<file path="config.mk">
export PLATFORM = sky130hd
export DESIGN_NAME = core_ctrl
export DESIGN_NICKNAME = d
export VERILOG_FILES = /design/src/rtl/core_ctrl_pkg.sv /design/src/rtl/core_ctrl_slot.sv /design/src/rtl/core_ctrl.sv
export SDC_FILE = /design/constraint.sdc
export NUM_CORES = 1
export LEC_CHECK = 0
export BUFFER_PORTS_ARGS = -buffer_cell sky130_fd_sc_hd__buf_2
export CAP_MARGIN = 10
export CORE_AREA = 2 2 120 122
export CTS_CLUSTER_SIZE = 30
export DETAILED_ROUTE_END_ITERATION = 16
export DIE_AREA = 0 0 122 124
export PLACE_DENSITY = 0.69
export SLEW_MARGIN = 20
export SYNTH_ARGS = -nofsm -noshare
export SYNTH_HDL_FRONTEND = slang
export SYNTH_SLANG_ARGS = --single-unit
export TNS_END_PERCENT = 30
</file>
<file path="constraint.sdc">
create_clock -name clk -period 7.8 [get_ports clk]
set_input_delay 1.95 -clock clk [delete_from_list [all_inputs] [get_ports clk]]
set_output_delay 1.95 -clock clk [all_outputs]
set_load 0.02 [all_outputs]
</file>
<file path="src/rtl/core_ctrl_pkg.sv">
// Shared types and bus-slice layout for the multicore coordinator.
package core_ctrl_pkg;

    localparam int NCORES = 4;

    typedef enum logic [1:0] {
        ST_SLEEP  = 2'd0,
        ST_RUN    = 2'd1,
        ST_PAUSED = 2'd2,
        ST_HALTED = 2'd3
    } core_state_t;

    localparam logic [2:0] STALL_ALL = 3'd6;

    localparam int PC_W  = 16;
    localparam int TGT_W = 2;

    // pause_resume slice: {valid, resume, target[1:0]}
    localparam int PR_W   = 4;
    localparam int PR_VLD = 3;
    localparam int PR_RES = 2;
    localparam int PR_TGT = 0;

    // pc_req slice: {valid, target[1:0], pc[15:0]}
    localparam int PCR_W   = 19;
    localparam int PCR_VLD = 18;
    localparam int PCR_TGT = 16;
    localparam int PCR_PC  = 0;

    // pc_passed slice: {pulse, pc[15:0]}
    localparam int PCP_W   = 17;
    localparam int PCP_VLD = 16;

    localparam int STALL_W = 3;

    function automatic logic is_live(input logic [1:0] s);
        return (s == ST_RUN) || (s == ST_PAUSED);
    endfunction

endpackage

</file>
<file path="src/rtl/core_ctrl_slot.sv">
// Per-core run-state FSM with registered wake pulse and stall level.
module core_ctrl_slot
    import core_ctrl_pkg::*;
(
    input  logic               clk,
    input  logic               rst,
    input  logic               i_wake,
    input  logic [PC_W-1:0]    i_wake_pc,
    input  logic               i_pause,
    input  logic               i_resume,
    input  logic               i_halt,
    output logic [1:0]         o_state,
    output logic [1:0]         o_nxt_state,
    output logic [PCP_W-1:0]   o_pc_passed,
    output logic [STALL_W-1:0] o_stall_num
);

    core_state_t        r_state;
    core_state_t        w_nxt;
    logic               w_wake_ok;
    logic               r_pulse;
    logic [PC_W-1:0]    r_pc;
    logic [STALL_W-1:0] r_stall;

    always_comb begin
        w_nxt     = r_state;
        w_wake_ok = 1'b0;
        case (r_state)
            ST_SLEEP: begin
                if (i_wake) begin
                    w_nxt     = ST_RUN;
                    w_wake_ok = 1'b1;
                end
            end
            // Resume dominates: a RUN core seeing both stays RUN.
            ST_RUN:    if (i_pause && !i_resume) w_nxt = ST_PAUSED;
            ST_PAUSED: if (i_resume) w_nxt = ST_RUN;
            default:   w_nxt = ST_HALTED;
        endcase
        if (i_halt) begin
            w_nxt     = ST_HALTED;
            w_wake_ok = 1'b0;
        end
    end

    always_ff @(posedge clk or posedge rst) begin
        if (rst) begin
            r_state <= ST_SLEEP;
            r_pulse <= 1'b0;
            r_pc    <= '0;
            r_stall <= '0;
        end else begin
            r_state <= w_nxt;
            r_pulse <= w_wake_ok;
            if (w_wake_ok) r_pc <= i_wake_pc;
            r_stall <= (w_nxt == ST_PAUSED) ? STALL_ALL : '0;
        end
    end

    assign o_state     = r_state;
    assign o_nxt_state = w_nxt;
    assign o_pc_passed = {r_pulse, r_pc};
    assign o_stall_num = r_stall;

endmodule

</file>
<file path="src/rtl/core_ctrl.sv">
// Multicore coordinator: routes awaken/pause/resume requests between cores,
// boots one core out of reset and reports completion/deadlock.
module core_ctrl
    import core_ctrl_pkg::*;
#(
    parameter int              BOOT_CORE = 0,
    parameter logic [PC_W-1:0] BOOT_PC   = 16'h0000
) (
    input  logic                        clk,
    input  logic                        rst,
    input  logic [NCORES*PR_W-1:0]      pause_resume_i,
    input  logic [NCORES*PCR_W-1:0]     pc_req_i,
    input  logic [NCORES-1:0]           halt_i,
    input  logic [NCORES-1:0]           awake_i,
    output logic [NCORES*PCP_W-1:0]     pc_passed_o,
    output logic [NCORES*STALL_W-1:0]   stall_num_o,
    output logic                        done_o,
    output logic                        deadlock_o
);

    logic                              r_boot_done;
    logic                              r_done;
    logic                              r_deadlock;

    logic [NCORES-1:0]                 w_pr_vld, w_pr_res, w_pc_vld, w_active;
    logic [NCORES-1:0][TGT_W-1:0]      w_pr_tgt, w_pc_tgt;
    logic [NCORES-1:0][PC_W-1:0]       w_req_pc, w_wake_pc;
    logic [NCORES-1:0]                 w_wake, w_pause, w_resume;
    logic [NCORES-1:0][1:0]            w_state, w_nxt_state;
    logic [NCORES-1:0][PCP_W-1:0]      w_pc_passed;
    logic [NCORES-1:0][STALL_W-1:0]    w_stall;
    logic                              w_nxt_run, w_nxt_pause;

    for (genvar n = 0; n < NCORES; n++) begin : g_core
        assign w_pr_vld[n] = pause_resume_i[n*PR_W + PR_VLD];
        assign w_pr_res[n] = pause_resume_i[n*PR_W + PR_RES];
        assign w_pr_tgt[n] = pause_resume_i[n*PR_W + PR_TGT +: TGT_W];
        assign w_pc_vld[n] = pc_req_i[n*PCR_W + PCR_VLD];
        assign w_pc_tgt[n] = pc_req_i[n*PCR_W + PCR_TGT +: TGT_W];
        assign w_req_pc[n] = pc_req_i[n*PCR_W + PCR_PC +: PC_W];
        // A paused core's WB stage is frozen but its request stays valid.
        assign w_active[n] = is_live(w_state[n]);

        core_ctrl_slot u_slot (
            .clk         (clk),
            .rst         (rst),
            .i_wake      (w_wake[n]),
            .i_wake_pc   (w_wake_pc[n]),
            .i_pause     (w_pause[n]),
            .i_resume    (w_resume[n]),
            .i_halt      (halt_i[n]),
            .o_state     (w_state[n]),
            .o_nxt_state (w_nxt_state[n]),
            .o_pc_passed (w_pc_passed[n]),
            .o_stall_num (w_stall[n])
        );
    end

    always_comb begin
        w_wake    = '0;
        w_wake_pc = '0;
        w_pause   = '0;
        w_resume  = '0;
        if (!r_boot_done) begin
            w_wake[BOOT_CORE]    = 1'b1;
            w_wake_pc[BOOT_CORE] = BOOT_PC;
        end else begin
            for (int t = 0; t < NCORES; t++) begin
                // Scan high to low so the lowest-numbered requester lands last.
                for (int r = NCORES - 1; r >= 0; r--) begin
                    if (w_active[r] && w_pc_vld[r] && w_pc_tgt[r] == TGT_W'(t)) begin
                        w_wake[t]    = 1'b1;
                        w_wake_pc[t] = w_req_pc[r];
                    end
                    if (w_active[r] && w_pr_vld[r] && w_pr_tgt[r] == TGT_W'(t)) begin
                        if (!w_pr_res[r])
                            w_pause[t] = 1'b1;
                        else if (r != t)
                            w_resume[t] = 1'b1;
                    end
                end
            end
        end
    end

    always_comb begin
        w_nxt_run   = 1'b0;
        w_nxt_pause = 1'b0;
        for (int n = 0; n < NCORES; n++) begin
            w_nxt_run   = w_nxt_run   | (w_nxt_state[n] == ST_RUN);
            w_nxt_pause = w_nxt_pause | (w_nxt_state[n] == ST_PAUSED);
        end
    end

    // Any non-reset edge completes boot, so the next boot_done is always 1.
    always_ff @(posedge clk or posedge rst) begin
        if (rst) begin
            r_boot_done <= 1'b0;
            r_done      <= 1'b0;
            r_deadlock  <= 1'b0;
        end else begin
            r_boot_done <= 1'b1;
            r_done      <= !(w_nxt_run || w_nxt_pause);
            r_deadlock  <= !w_nxt_run && w_nxt_pause;
        end
    end

    assign pc_passed_o = w_pc_passed;
    assign stall_num_o = w_stall;
    assign done_o      = r_done;
    assign deadlock_o  = r_deadlock;

`ifndef SYNTHESIS
    logic [NCORES-1:0][1:0] r_live_cnt;

    always_ff @(posedge clk or posedge rst) begin
        if (rst) begin
            r_live_cnt <= '0;
        end else begin
            for (int n = 0; n < NCORES; n++) begin
                if (w_active[n]) begin
                    if (r_live_cnt[n] == 2'd2 && !awake_i[n])
                        $display("core_ctrl: error: core %0d live without awake_i", n);
                    r_live_cnt[n] <= (r_live_cnt[n] == 2'd2) ? 2'd2 : r_live_cnt[n] + 2'd1;
                end else begin
                    r_live_cnt[n] <= 2'd0;
                end
            end
        end
    end
`endif

endmodule
</file>
==> impl_metrics.yaml <==
clocking:
  cts_tree: "done"
  ctsResizeCount: 0
  cts_buffers: 9
  cts_num_sinks: 83
  clock_path_buffers: 2
  cts_htree_levels: 3
  cts_root_buf: "clkbuf_16"
  postCtsSetupRepairBufs: 0
  hold_buffers: 0
  path_clk_slew_ns: 0.07
  clock_latency_ns: 0.35
setup_path:
  cp-startpoint: "pc_req_i[17]"
  reg2reg_depth: 10
  cp-end-kind: "flip-flop"
  critical_path_class: "in -> reg"
  rr_endpoint: "deadlock_o"
  crit_path_max_fanout: 19
  critPathArrivalTime_ns: 4.49
  reg2reg_from: "g_core[0].u_slot.o_state[1]"
  endpoint: "deadlock_o"
  start_kind: "input port"
  r2r_slack_ns: 4.31
  required_ns: 8.03
power_and_ir_drop:
  p_leak_nw: 3.19
  pwr_density_cell_nw_per_um2: 158
  ir_drop_v: 0.0000880
final_layout:
  drive_gt1_share_pct: 26.6
  fin_util_pct: 51.2
  finalNetCount: 954
  area_growth_pct: 21.4
  fin_area_um2: 7030
  layout_common_cells: "buf_2, nand2_1, dfrtp_1"
  mostFrequentLayoutCell: "buf_2"
  nFillCells: 1383
die:
  core_um2: 13700
  initial_core_util_pct: 42.2
  die_h_um: 124
  die-area_um2: 15100
  die_w_um: 122
  io_pins: 184
  core.rowCount: 43
grt:
  antenna_found_initial: 9
  overflow: 0
  grt_pass1_wl_um: 30300
  track_usage_pct: 26.3
  grt_max_degree: 84
  grt_pass1_vias: 5883
logic_synthesis:
  synth-edff-count: 0
  synthArstFlopShare_pct: 100
  yosys_register_bits: 83
  seq_area_frac_synth_pct: 35.9
  syn_avg_cell_area_um2: 8.25
  ys.flop_type: "dfrtp_1"
  yosysTopAreaCell: "dfrtp_1"
  synth_top_cell_area_share_pct: 35.9
  yosysWarnings: 0
  synth_cell_types: 67
  synth.cell_area_um2: 5790
  synth_area_leaders: "dfrtp_1, a22oi_1, a211oi_1, nand2_1, nor2_1"
  postSynthCellCount: 702
placed_design:
  placed_area_um2: 6660
  hpwlAfterDp_um: 15200
  numPortBuffers: 175
  gp_congestion: 0.925
routing:
  vias: 6207
  drt-initial-drc-count: 634
  dr.pass1.iters: 7
  route.detailed.wl_per_inst_um: 19.5
  ant_nets: 0
  wirelength_um: 20000
  vias_per_cell: 6.04
  drc: 0
timing:
  fin_setup_tns_ns: 0
  max_freq_ghz: 0.235
  finalClockSkew_ns: 0.00888
  worst_slew_pin_slew_ns: 1.14
  finalCritPeriodShare_pct: 54.6
  rsz0062_at_grt: "false"
  finalSetupViolCount: 0
  drv_slew: 0
  post-route-min-period_ns: 4.26
  maxSlewHeadroom_pct: 23.5
  hold_viol: 0
flow_run:
  max-cap-violations: 0
worst_hold_path:
  hp-class: "reg -> reg"
run_status:
  status: "finished clean"
[critical path, stage by stage]
cell       delay [ns]
buf_2            0.12
nand4b_2         0.59
nand2_2          0.52
nor4bb_1         0.11
o31a_1           0.29
a21o_1           0.16
and3_4           0.19
a2111oi_4        0.31
and4b_1          0.24
[synth_stat cells, types with 3 or more instances]
| cell | number |
|---|---|
| a221oi_1 | 16 |
| a31oi_1 | 5 |
| a21oi_1 | 50 |
| and4b_1 | 3 |
| nand4b_1 | 9 |
| dfrtp_1 | 83 |
| and3_1 | 5 |
| a211oi_1 | 50 |
| nand3_1 | 9 |
| buf_2 | 5 |
| nand2b_1 | 5 |
| nor3b_1 | 4 |
| nand4_1 | 5 |
| o21ai_1 | 12 |
| o31ai_1 | 16 |
| clkbuf_1 | 45 |
| ha_1 | 16 |
| nor3_1 | 6 |
| a22oi_1 | 51 |
| buf_4 | 12 |
| nor2_1 | 73 |
| o221ai_1 | 15 |
| inv_1 | 19 |
| o21ai_0 | 43 |
| nand2_1 | 88 |
| nor2b_1 | 4 |
| nor4_2 | 3 |
| or3_1 | 3 |
[final cells by class]
| class | instances | area, µm² | share of cell area, % |
|---|---|---|---|
| multi-input combinational | 539 | 3380 | 48.1 |
| sequential | 83 | 2080 | 29.6 |
| timing repair buffer | 183 | 947 | 13.5 |
| clock buffer | 9 | 225 | 3.20 |
| tap | 180 | 225 | 3.20 |
| clock inverter | 7 | 80.1 | 1.14 |
| inverter | 20 | 76.3 | 1.09 |
| antenna | 7 | 17.5 | 0.249 |
[flip-flops by register name, indices dropped and copies added, names as in the netlist]
signal                     cells
g_core.u_slot.r_pc            64
g_core.u_slot.o_state          8
g_core.u_slot.o_stall_num      4
g_core.u_slot.r_pulse          4
deadlock_o                     1
done_o                         1
r_boot_done                    1
[worst min path at each step]
stage                              startpoint  cells after the start  slack (ns)                        end
floorplan           g_core[0].u_slot.r_pc[10]                      2        0.58  g_core[0].u_slot.r_pc[10]
global placement    g_core[1].u_slot.r_pc[13]                      2        0.46  g_core[1].u_slot.r_pc[13]
detailed placement   g_core[1].u_slot.r_pc[5]                      2        0.46   g_core[1].u_slot.r_pc[5]
CTS                 g_core[1].u_slot.r_pc[10]                      2        0.48  g_core[1].u_slot.r_pc[10]
global route        g_core[1].u_slot.r_pc[13]                      2        0.50  g_core[1].u_slot.r_pc[13]
finish              g_core[1].u_slot.r_pc[10]                      2        0.47  g_core[1].u_slot.r_pc[10]
[power breakdown]
part	total, mW	internal [mW]	switching (mW)	leakage (nW)
sequential	0.446	0.438	0.00812	1.11
combinational	0.218	0.0793	0.138	1.93
clock	0.445	0.253	0.192	0.149
total	1.11	0.770	0.339	3.19
[layer usage]
layer / share of wire (%) / GRT usage, %
met3: 11 / 8.97
met2: 46 / 43.8
met1: 38 / 30.9
met4: 4.6 / 11.5
met5: 0.24 / 0
[logic make-up (layout without fill, tap and decap cells)]
kind of cell	Yosys count	after routing	share of synthesized area, %
adders and majority gates	16	16	3.46
AOI/OAI and AO/OA	276	276	32.8
and+or+nand+nor	240	240	21.2
other	2	12	0.130
buffers and inverters	83	219	6.27
muxes	2	2	0.346
DFF	83	83	35.9
[metrics by stage]
| step | hold slack (ns) | instances | setup slack, ns | power [mW] |
|---|---|---|---|---|
| finish | 0.473 | 1028 | 3.54 | 1.11 |
| global route | 0.504 | 1024 | 3.37 | 1.15 |
| floorplan | 0.582 | 705 | 3.71 | 0.582 |
| global placement | 0.458 | 1003 | 3.01 | 0.665 |
| detailed placement | 0.463 | 1003 | 2.97 | 0.668 |
| CTS | 0.477 | 1019 | 3.35 | 1.12 |
Power figures use the tool's default switching activity.
